## src/rtl/led_matrix_pkg.sv

```systemverilog
// Shared types and sizing helpers for the HUB75 LED-matrix scan engine.
package led_matrix_pkg;

  typedef enum logic [2:0] {
    ST_IDLE,
    ST_SHIFT,
    ST_BLANK,
    ST_LATCH,
    ST_DISPLAY
  } scan_state_e;

  // Channel index within a {R,G,B} pixel word, B in the low field
  typedef enum logic [1:0] {
    CH_B = 2'd0,
    CH_G = 2'd1,
    CH_R = 2'd2
  } chan_e;

  localparam int unsigned PX_MAX_W = 24;

  function automatic int unsigned clog2_min1(input int unsigned n);
    return (n <= 2) ? 1 : $clog2(n);
  endfunction

  function automatic int unsigned row_w(input int unsigned rows);
    return clog2_min1(rows / 2);
  endfunction

  function automatic int unsigned addr_w(input int unsigned rows, input int unsigned cols);
    return 1 + $clog2(rows) + $clog2(cols);
  endfunction

  // One bit-plane bit of one channel from a packed {R,G,B} pixel
  function automatic logic px_bit(input logic [PX_MAX_W-1:0] px, input chan_e ch,
                                  input int unsigned bpp, input int unsigned plane);
    logic [4:0] idx;
    idx = 5'(32'(ch) * bpp + plane);
    return px[idx];
  endfunction

endpackage

```

## src/rtl/led_col_shifter.sv

```systemverilog
// Column shifter: walks COLS columns, issues framebuffer reads and drives sclk
// plus the six colour bits of the selected bit-plane.
module led_col_shifter
  import led_matrix_pkg::*;
#(
  parameter int unsigned COLS    = 32,
  parameter int unsigned ROWS    = 32,
  parameter int unsigned BPP     = 4,
  parameter int unsigned CLK_DIV = 2,
  localparam int unsigned AW     = addr_w(ROWS, COLS),
  localparam int unsigned RW     = row_w(ROWS),
  localparam int unsigned PW     = clog2_min1(BPP),
  localparam int unsigned PXW    = 3 * BPP
) (
  input  logic          clk,
  input  logic          reset,
  input  logic          start,
  input  logic          buf_sel,
  input  logic [RW-1:0] row,
  input  logic [PW-1:0] plane,
  input  logic [PXW-1:0] fb_rdata_t,
  input  logic [PXW-1:0] fb_rdata_b,
  output logic [AW-1:0] fb_addr_t,
  output logic [AW-1:0] fb_addr_b,
  output logic          r0,
  output logic          g0,
  output logic          b0,
  output logic          r1,
  output logic          g1,
  output logic          b1,
  output logic          sclk,
  output logic          done_c
);

  localparam int unsigned CW  = $clog2(COLS);
  localparam int unsigned PHW = clog2_min1(2 * CLK_DIV);

  logic           active_q, active_nxt;
  logic [CW-1:0]  col_q, col_nxt;
  logic [PHW-1:0] ph_q, ph_nxt;
  logic           col_end_c;
  logic           sel_q;
  logic [RW-1:0]  row_q;
  logic [PW-1:0]  plane_q;

  // Column/phase sequencing; start always restarts at column 0, phase 0
  always_comb begin
    active_nxt = active_q;
    col_nxt    = col_q;
    ph_nxt     = ph_q;
    col_end_c  = active_q && (ph_q == PHW'(2 * CLK_DIV - 1));
    done_c     = col_end_c && (col_q == CW'(COLS - 1));
    if (start) begin
      active_nxt = 1'b1;
      col_nxt    = '0;
      ph_nxt     = '0;
    end else if (active_q) begin
      if (col_end_c) begin
        ph_nxt  = '0;
        col_nxt = col_q + CW'(1);
        if (done_c) active_nxt = 1'b0;
      end else begin
        ph_nxt = ph_q + PHW'(1);
      end
    end
  end

  // Address for column x is visible in its phase 0; read data lands in phase 1
  always_ff @(posedge clk or posedge reset) begin
    if (reset) begin
      active_q  <= 1'b0;
      col_q     <= '0;
      ph_q      <= '0;
      sel_q     <= 1'b0;
      row_q     <= '0;
      plane_q   <= '0;
      fb_addr_t <= '0;
      fb_addr_b <= '0;
      sclk      <= 1'b0;
      r0        <= 1'b0;
      g0        <= 1'b0;
      b0        <= 1'b0;
      r1        <= 1'b0;
      g1        <= 1'b0;
      b1        <= 1'b0;
    end else begin
      active_q <= active_nxt;
      col_q    <= col_nxt;
      ph_q     <= ph_nxt;
      sclk     <= active_nxt && (ph_nxt >= PHW'(CLK_DIV));
      if (start) begin
        sel_q     <= buf_sel;
        row_q     <= row;
        plane_q   <= plane;
        fb_addr_t <= {buf_sel, 1'b0, row, {CW{1'b0}}};
        fb_addr_b <= {buf_sel, 1'b1, row, {CW{1'b0}}};
      end else if (col_end_c && !done_c) begin
        fb_addr_t <= {sel_q, 1'b0, row_q, col_nxt};
        fb_addr_b <= {sel_q, 1'b1, row_q, col_nxt};
      end
      if (active_q && (ph_q == PHW'(1))) begin
        r0 <= px_bit(PX_MAX_W'(fb_rdata_t), CH_R, BPP, 32'(plane_q));
        g0 <= px_bit(PX_MAX_W'(fb_rdata_t), CH_G, BPP, 32'(plane_q));
        b0 <= px_bit(PX_MAX_W'(fb_rdata_t), CH_B, BPP, 32'(plane_q));
        r1 <= px_bit(PX_MAX_W'(fb_rdata_b), CH_R, BPP, 32'(plane_q));
        g1 <= px_bit(PX_MAX_W'(fb_rdata_b), CH_G, BPP, 32'(plane_q));
        b1 <= px_bit(PX_MAX_W'(fb_rdata_b), CH_B, BPP, 32'(plane_q));
      end
    end
  end

endmodule

```

## src/rtl/led_matrix_scan.sv

```systemverilog
// HUB75 scan engine: scan FSM, BCM display timer, row/plane counters and
// front/back framebuffer swap at frame boundaries.
module led_matrix_scan
  import led_matrix_pkg::*;
#(
  parameter int unsigned COLS       = 32,
  parameter int unsigned ROWS       = 32,
  parameter int unsigned BPP        = 4,
  parameter int unsigned CLK_DIV    = 2,
  parameter int unsigned BLANK_CYC  = 4,
  parameter int unsigned LSB_ON_CYC = 16,
  localparam int unsigned AW        = addr_w(ROWS, COLS),
  localparam int unsigned RW        = row_w(ROWS),
  localparam int unsigned PXW       = 3 * BPP
) (
  input  logic           clk,
  input  logic           reset,
  input  logic           enable,
  input  logic           swap_req,
  output logic           swap_ack,
  output logic           fb_sel,
  output logic [AW-1:0]  fb_addr_t,
  output logic [AW-1:0]  fb_addr_b,
  input  logic [PXW-1:0] fb_rdata_t,
  input  logic [PXW-1:0] fb_rdata_b,
  output logic           r0,
  output logic           g0,
  output logic           b0,
  output logic           r1,
  output logic           g1,
  output logic           b1,
  output logic [RW-1:0]  row_addr,
  output logic           sclk,
  output logic           latch,
  output logic           oe_n,
  output logic           frame_done
);

  localparam int unsigned PW       = clog2_min1(BPP);
  localparam int unsigned DISP_MAX = LSB_ON_CYC << (BPP - 1);
  localparam int unsigned TMAX     = (DISP_MAX > BLANK_CYC) ? DISP_MAX : BLANK_CYC;
  localparam int unsigned TW       = clog2_min1(TMAX + 1);

  scan_state_e   state_q, state_nxt;
  logic [TW-1:0] timer_q, timer_nxt;
  logic [RW-1:0] row_q, row_nxt;
  logic [PW-1:0] plane_q, plane_nxt;
  logic          swap_pend_q;
  logic          swap_take_c;
  logic          fb_sel_nxt_c;
  logic          start_c;
  logic          shift_done_c;
  logic          timer_done_c;
  logic          last_plane_c;
  logic          last_row_c;
  logic          frame_done_nxt_c;

  // Next state, counters, and the swap decision taken on the frame_done cycle
  always_comb begin
    state_nxt        = state_q;
    timer_nxt        = timer_q;
    row_nxt          = row_q;
    plane_nxt        = plane_q;
    start_c          = 1'b0;
    timer_done_c     = (timer_q == '0);
    last_plane_c     = (plane_q == PW'(BPP - 1));
    last_row_c       = (row_q == RW'(ROWS / 2 - 1));
    swap_take_c      = frame_done && (swap_pend_q || swap_req);
    fb_sel_nxt_c     = fb_sel ^ swap_take_c;
    unique case (state_q)
      ST_IDLE: begin
        row_nxt   = '0;
        plane_nxt = '0;
        if (enable) begin
          state_nxt = ST_SHIFT;
          start_c   = 1'b1;
        end
      end
      ST_SHIFT: begin
        if (shift_done_c) begin
          state_nxt = ST_BLANK;
          timer_nxt = TW'(BLANK_CYC - 1);
        end
      end
      ST_BLANK: begin
        if (timer_done_c) state_nxt = ST_LATCH;
        else              timer_nxt = timer_q - TW'(1);
      end
      ST_LATCH: begin
        state_nxt = ST_DISPLAY;
        timer_nxt = (TW'(LSB_ON_CYC) << plane_q) - TW'(1);
      end
      ST_DISPLAY: begin
        if (!timer_done_c) begin
          timer_nxt = timer_q - TW'(1);
        end else begin
          if (last_plane_c) begin
            plane_nxt = '0;
            row_nxt   = last_row_c ? '0 : row_q + RW'(1);
          end else begin
            plane_nxt = plane_q + PW'(1);
          end
          if (enable) begin
            state_nxt = ST_SHIFT;
            start_c   = 1'b1;
          end else begin
            state_nxt = ST_IDLE;
            row_nxt   = '0;
            plane_nxt = '0;
          end
        end
      end
      default: state_nxt = ST_IDLE;
    endcase
    frame_done_nxt_c = (state_nxt == ST_DISPLAY) && (timer_nxt == '0) &&
                       last_plane_c && last_row_c;
  end

  always_ff @(posedge clk or posedge reset) begin
    if (reset) begin
      state_q     <= ST_IDLE;
      timer_q     <= '0;
      row_q       <= '0;
      plane_q     <= '0;
      swap_pend_q <= 1'b0;
      fb_sel      <= 1'b0;
      swap_ack    <= 1'b0;
      row_addr    <= '0;
      latch       <= 1'b0;
      oe_n        <= 1'b1;
      frame_done  <= 1'b0;
    end else begin
      state_q     <= state_nxt;
      timer_q     <= timer_nxt;
      row_q       <= row_nxt;
      plane_q     <= plane_nxt;
      swap_pend_q <= swap_take_c ? 1'b0 : (swap_pend_q || swap_req);
      fb_sel      <= fb_sel_nxt_c;
      swap_ack    <= swap_take_c;
      if ((state_q == ST_SHIFT) && (state_nxt == ST_BLANK)) row_addr <= row_q;
      latch       <= (state_nxt == ST_LATCH);
      oe_n        <= (state_nxt != ST_DISPLAY);
      frame_done  <= frame_done_nxt_c;
    end
  end

  // Shifter is handed the post-update row/plane/buffer so the first address is ready in SHIFT
  led_col_shifter #(
    .COLS    (COLS),
    .ROWS    (ROWS),
    .BPP     (BPP),
    .CLK_DIV (CLK_DIV)
  ) u_col_shifter (
    .clk        (clk),
    .reset      (reset),
    .start      (start_c),
    .buf_sel    (fb_sel_nxt_c),
    .row        (row_nxt),
    .plane      (plane_nxt),
    .fb_rdata_t (fb_rdata_t),
    .fb_rdata_b (fb_rdata_b),
    .fb_addr_t  (fb_addr_t),
    .fb_addr_b  (fb_addr_b),
    .r0         (r0),
    .g0         (g0),
    .b0         (b0),
    .r1         (r1),
    .g1         (g1),
    .b1         (b1),
    .sclk       (sclk),
    .done_c     (shift_done_c)
  );

endmodule

```

## config.mk

```make
export PLATFORM = sky130hd
export DESIGN_NAME = led_matrix_scan
export DESIGN_NICKNAME = d
export VERILOG_FILES = /design/src/rtl/led_matrix_pkg.sv /design/src/rtl/led_col_shifter.sv /design/src/rtl/led_matrix_scan.sv
export SDC_FILE = /design/constraint.sdc
export NUM_CORES = 1
export LEC_CHECK = 0
export ABC_AREA = 1
export ABC_CLOCK_PERIOD_IN_PS = 1700
export CAP_MARGIN = 5
export CORE_ASPECT_RATIO = 0.6
export CORE_MARGIN = 2
export CORE_UTILIZATION = 55
export CTS_CLUSTER_SIZE = 16
export DETAILED_ROUTE_END_ITERATION = 7
export DONT_BUFFER_PORTS = 1
export HOLD_SLACK_MARGIN = 0.12
export PLACE_DENSITY = 0.82
export SYNTH_ARGS = -nofsm -noshare
export SYNTH_HDL_FRONTEND = slang
export SYNTH_SLANG_ARGS = --single-unit
```

## constraint.sdc

```tcl
create_clock -name clk -period 1.7 [get_ports clk]
set_input_delay 0.17 -clock clk [delete_from_list [all_inputs] [get_ports clk]]
set_output_delay 0.17 -clock clk [all_outputs]
set_load 0.005 [all_outputs]
```

* Word-level counts from Yosys, hierarchy flattened
Cells that the tools add are included.
Operators by class: magnitude comparators 4, equality and inequality tests 13, reduce and logical (&&, ||, !) cells 17, div/mod/pow operators 0, multipliers 0, add/sub/neg operators 8, shift operators 1, bitwise operators 1, muxes and demuxes 48
Operators by type and width (count):
- 2-to-1 mux 11 bit | 4
- one-hot mux 8 bit (3 select lines) | 1
- binary-select mux 1 bit (select 5 bit) | 4
- zero test 8 bit | 2
- 2-to-1 mux 4 bit | 4
- 2-to-1 mux 8 bit | 2
- subtractor 8 x 1 -> 8 bit (second input constant) | 2
- 2-to-1 mux 5 bit | 3
- one-hot mux 3 bit (5 select lines) | 1
- 2-to-1 mux 1 bit | 14
- == test 3 x 2 -> 1 bit (second input constant) | 4
- less-than comparator 5 x 6 -> 1 bit (second input constant) | 2
- 2-to-1 mux 2 bit | 6
- 2-to-1 mux 3 bit | 4
- logical AND 1 bit | 10
- one-hot mux 4 bit (2 select lines) | 1
- << shifter 5 x 2 -> 8 bit (first input constant) | 1
- == test 3 bit (second input constant) | 2
- less-than comparator 2 x 6 -> 1 bit (second input constant) | 1
- adder 4 x 2 -> 5 bit (first input constant) | 1
- adder 5 x 1 -> 5 bit (second input constant) | 1
- == test 5 bit (second input constant) | 1
- adder 2 x 1 -> 2 bit (second input constant) | 2
- adder 3 x 2 -> 4 bit (first input constant) | 1
- other kinds (16) | 18
Storage, ports and cells: output and inout bits 38, memories kept 0, ROM bits 0, input port bits 28, word-level logic and storage cells 118, latch bits 0, RAM bits 0, register bits 71

* Logic depth before layout (Yosys ltp)
Gate-level depths: netlist of run 1.
word-level depth 9, depth in mapped cells 15, depth with buffers taken out 15

* Hierarchy
Synthesis of run 1 repeated with hierarchy kept, for this count alone.
Unflattened totals: cell total of the unflattened synthesis 420, area total of the unflattened synthesis 3295.7 sq um
By module, submodules not included:
- led_col_shifter | times used 1, cells each 205, seq. area each 825.8 sq um, area each 1661.6 sq um
- led_matrix_scan | times used 1, cells each 215, seq. area each 676.9 sq um, area each 1634.1 sq um

* Least setup slack after synthesis of run 1
Ideal clock, no wire load.
path kind reg-to-reg, start register u_col_shifter.col_q[0], end register frame_done, slack -0.190 ns, data arrival time 1.819 ns, library setup time 0.071 ns, stages on the path, launching flop included 16, cell sequence dfrtp_1 ha_1 and3_1 ha_1 inv_1 nor2_2 nand2_1 buf_2 nand3_1 nor2_1 nand2_1 nand2_1 nand2_1 nor2_1 nand3_1 nor2_1
Between the ends: longest elaborated chain between the ends 8, elaborated cells between the ends (all ways) 11
RTL lines:
- start, declared | line led_col_shifter.sv:39 | logic [CW-1:0] col_q, col_nxt;
- start signal, assigned | line led_col_shifter.sv:88 | col_q <= col_nxt;
- == test 5 bit * | line led_col_shifter.sv:52 | done_c = col_end_c && (col_q == CW'(COLS - 1));
- logical AND 1 bit * | line led_col_shifter.sv:52
- 2-to-1 mux 3 bit or 2-to-1 mux 8 bit (tied branches) | line led_matrix_scan.sv:80 | if (shift_done_c) begin
- one-hot mux 3 bit (5 select lines) or one-hot mux 8 bit (3 select lines) (tied branches) | line led_matrix_scan.sv:70 | unique case (state_q)
- == test 3 bit or zero test 8 bit (tied branches) | line led_matrix_scan.sv:115 | frame_done_nxt_c = (state_nxt == ST_DISPLAY) && (timer_nxt == '0) &&
- logical AND 1 bit * (2 in series) | line led_matrix_scan.sv:115
- logical AND 1 bit * | line led_matrix_scan.sv:116 | last_plane_c && last_row_c;
- via frame_done_nxt_c | line led_matrix_scan.sv:56 | logic frame_done_nxt_c;
- end signal, assigned | line led_matrix_scan.sv:143 | frame_done <= frame_done_nxt_c;
- end, declared | line led_matrix_scan.sv:36 | output logic frame_done
Mark *: on every way through the listed nets, which the timed path passes. The rest lies on a longest branch. A chain may end at the register's enable or synchronous reset.

* Final worst setup path of run 1
start register u_col_shifter.col_q[1], end register frame_done
Between the ends: longest elaborated chain between the ends 8, elaborated cells between the ends (all ways) 11
RTL lines:
- == test 5 bit | line led_col_shifter.sv:52
- logical AND 1 bit | line led_col_shifter.sv:52
- 2-to-1 mux 8 bit | line led_matrix_scan.sv:80
- one-hot mux 8 bit (3 select lines) | line led_matrix_scan.sv:70
- via timer_nxt[3] | line led_matrix_scan.sv:45 | logic [TW-1:0] timer_q, timer_nxt;
- zero test 8 bit | line led_matrix_scan.sv:115
- logical AND 1 bit (2 in series) | line led_matrix_scan.sv:115
- logical AND 1 bit | line led_matrix_scan.sv:116
- via frame_done_nxt_c | line led_matrix_scan.sv:56
The timed path passes the listed nets, and every way through them passes these cells.

==> results of run 1 <==
how the worst max path moves through the flow:
stage                            end  slack (ps)  depth (start not counted)
final                     frame_done        -250                         14
after detailed placement  frame_done        -200                         15
after global routing      frame_done        -280                         14
after floorplan           frame_done         -50                         15
after CTS                 frame_done        -110                         15
after global placement    frame_done         -80                         15
stage by stage:
step                      setup WS [ps]  std cells  cell area, sq um  utilization
after floorplan                   -51.4        404              3240            -
after global placement            -83.1        498              3460        0.619
after detailed placement           -205        498              3460        0.619
after CTS                          -110        548              4070        0.727
after global routing               -283        561              4300        0.768
final                              -247        561              4300        0.768
layer usage:
metal | vias to the layer above | track usage | wire [um]
met5 | - | 0 | 0
met4 | 0 | 0.0833 | 271
met3 | 37 | 0.114 | 815
met2 | 173 | 0.456 | 4400
met1 | 1465 | 0.358 | 3720
li1 | 1407 | - | -
worst max-delay path: cells and delay by family, from the launching register on:
family / cells / cell delay (ps)
adders and majority gates: 2 / 350
and+or+nand+nor: 7 / 550
DFF: 1 / 390
buffers and inverters: 4 / 340
AOI/OAI and AO/OA: 1 / 210
registers in the layout (all words and copies together), names as in the netlist, 2 cells and up:
register	cells
plane_q	2
u_col_shifter.row_q	4
u_col_shifter.plane_q	2
u_col_shifter.fb_addr_b	10
u_col_shifter.col_q	5
state_q	3
timer_q	8
row_q	4
row_addr	4
u_col_shifter.ph_q	2
cells in the mapped netlist, types with 2 or more instances:
library cell  number
nor2_1            63
ha_1              11
nand2_2            2
and2_1             3
nand3_1           25
clkbuf_1           3
o21ai_0           36
xor2_1             6
a31oi_1            8
or2_2              5
nor2_2             2
a21oi_1            5
dfrtp_1           59
nor2_4             4
buf_4             12
o211ai_1           4
nand2_1           86
nor3_1             3
inv_1             52
inv_2              2
and3_1             2
power by group through the flow:
| stage | Sequential [uW] | Combinational (uW) | Clock (uW) |
|---|---|---|---|
| finish | 2240 | 2790 | 1570 |
| global route | 2300 | 3100 | 1650 |
| CTS | 2230 | 2360 | 1590 |
| detailed placement | 2240 | 2100 | 0 |
| global placement | 2230 | 1980 | 0 |
| floorplan | 2150 | 1660 | 0 |
timing repair:
| action | in CTS | in global routing |
|---|---|---|
| endpoints found under the setup margin | 15 | 31 |
| setup buffers | 12 | 14 |
| hold endpoints to repair | 68 | 0 |
| gates cloned | 0 | 0 |
| hold buffers | 23 | 0 |
| resized for setup | 19 | 37 |
| pin swaps | 16 | 23 |
kinds of logic after synthesis:
| kind of cell | share of synthesized area |
|---|---|
| and+or+nand+nor | 0.267 |
| buffers and inverters | 0.101 |
| DFF | 0.470 |
| AOI/OAI and AO/OA | 0.0989 |
| adders and majority gates | 0.0430 |
| xor gates and xnor gates | 0.0192 |
| other | 0.00117 |
final cells by class:
class                   instances  area, sq um
clock buffers                  10          138
clock inverters                 5          100
fillers                       358         1300
inverters                      55          214
multi-input cells             272         1540
flip-flops and latches         60         1500
well taps                      80          100
repair buffers                 79          702
==> flow_metrics.py, run 1 <==
metrics = {
    "timing": {
        "setup_viol": 21,
        "drv_slew": 0,
        "worst_pin_slew_ps": 539,
        "hold_ws_ps": 154,
        "layout_setup_ws_ps": -247,
        "post-route-period-util": 1.15,
        "max_freq_mhz": 514,
        "rsz0062_at_grt": "true",
        "finalWorstPathRequiredPeriod_ps": 1950,
        "hold_violations": 0,
        "worst_clock_skew_ps": 9.03,
        "setup_tns_ps": -1020,
        "max_slew_margin": 0.637,
    },
    "synthesis": {
        "synth.avg_cell_area_sq_um": 7.92,
        "yosysTopAreaCell": "dfrtp_1",
        "yosysTopAreaCellShare": 0.461,
        "synth_warnings": 0,
        "synth-edff-count": 0,
        "synthCells": 404,
        "syn_nets": 443,
        "synth_seq_area_share": 0.470,
        "yosysUniqueCellTypes": 32,
        "async_flop_share": 1.00,
        "synth_area_leaders": "dfrtp_1 46%, nand2_1 10%, nor2_1 7.4%",
        "syn-cell-area_sq_um": 3200,
        "ys.flop_type": "dfrtp_1",
        "synth_seq_cells": 60,
    },
    "grt": {
        "antenna_found_initial": 0,
        "grt_pass1_wl_mm": 14.0,
        "grt_overflow_total": 0,
        "grtUsageTotal": 0.285,
        "grt_max_degree": 36,
        "grt_pass1_vias": 2998,
    },
    "setup_path": {
        "r2r-start": "u_col_shifter.col_q[1]",
        "cp_max_fo": 3,
        "slowest_stage": "dfrtp_1",
        "worst-setup-path-type": "reg -> reg",
        "critPathLaunchType": "flop",
        "crit_chain": "ha_2 > and3_4 > ha_4 > inv_2 > nor2_4 > inv_2 > nand2_4 > nand2_4 > clkinv_4 > buf_12 > o211ai_1 > nor2_1 > nand3_1 > nor2_1",
        "cp-startpoint": "u_col_shifter.col_q[1]",
        "crit_required_ps": 1930,
        "critPathArrivalTime_ps": 2180,
        "rrSetupSlack_ps": -250,
        "ff2ff_path_depth": 14,
        "critical-path-max-stage-delay_ps": 390,
        "reg2reg_to": "frame_done",
        "cp-end-kind": "flop",
    },
    "power_and_ir_drop": {
        "p_total_uw": 6600,
        "p_seq_frac": 0.340,
        "p_int_uw": 4130,
        "clkPwrFrac": 0.237,
        "power_switching_uw": 2470,
        "pwr-share-comb": 0.423,
        "power.share.switching": 0.374,
        "leakagePower_uw": 0.00219,
        "powerDensity_nw_per_um2": 1540,
        "vdd_drop_max_v": 0.000738,
    },
    "placement": {
        "dp_hpwl_mm": 5.50,
        "io_buffers": 0,
        "place_congestion": 0.863,
    },
    "min_path": {
        "whs_endpoint": "u_col_shifter.b0",
        "hold_path_class": "in -> reg",
        "hp-start": "fb_rdata_t[2]",
        "min_path_cells": 4,
    },
    "finish": {
        "layout_common_cells": "74 x nand2_1, 59 x dfrtp_1, 54 x nor2_1",
        "layout_commonest_cell": "nand2_1",
        "diodes": 0,
        "nets": 516,
        "area_delta_synth_final_pct": 34.3,
        "layout-drive-gt1-share": 0.281,
    },
    "clock_network": {
        "cts.sinks": 60,
        "cts_tree": "done",
        "clock_path_buffers": 2,
        "cts-root-buf": "clkbuf_8",
        "clock_latency_ps": 340,
        "cts.clk_slew.worst_paths_ps": 70,
        "cts_buffers": 9,
        "htree_levels": 3,
    },
    "route": {
        "drtPass1Iterations": 5,
        "first_iter_violations": 212,
        "drc": 0,
        "wirelength_mm": 9.20,
        "vias_per_cell": 5.49,
        "avgRoutedWirePerCell_um": 16.4,
        "vias": 3082,
        "ant_nets": 0,
    },
    "floorplan": {
        "start_util": 0.572,
        "fp.dieArea_sq_um": 6470,
        "core-area_sq_um": 5600,
        "die_w_um": 102,
        "ioPinCount": 66,
        "num_rows": 21,
        "die_y_um": 63.1,
    },
    "job": {
        "drv_cap": 0,
    },
    "run_status": {
        "violations": "negative setup slack",
        "outcome": "finished, violations left",
    },
}
No activity file was read; power rests on OpenSTA's default activity.
==> inputs of run 2 (changes only) <==
- ABC_CLOCK_PERIOD_IN_PS: 1700 -> not set
==> results of run 2 <==
Same layout as run 1: the final DEF is identical, and so are final timing and power.
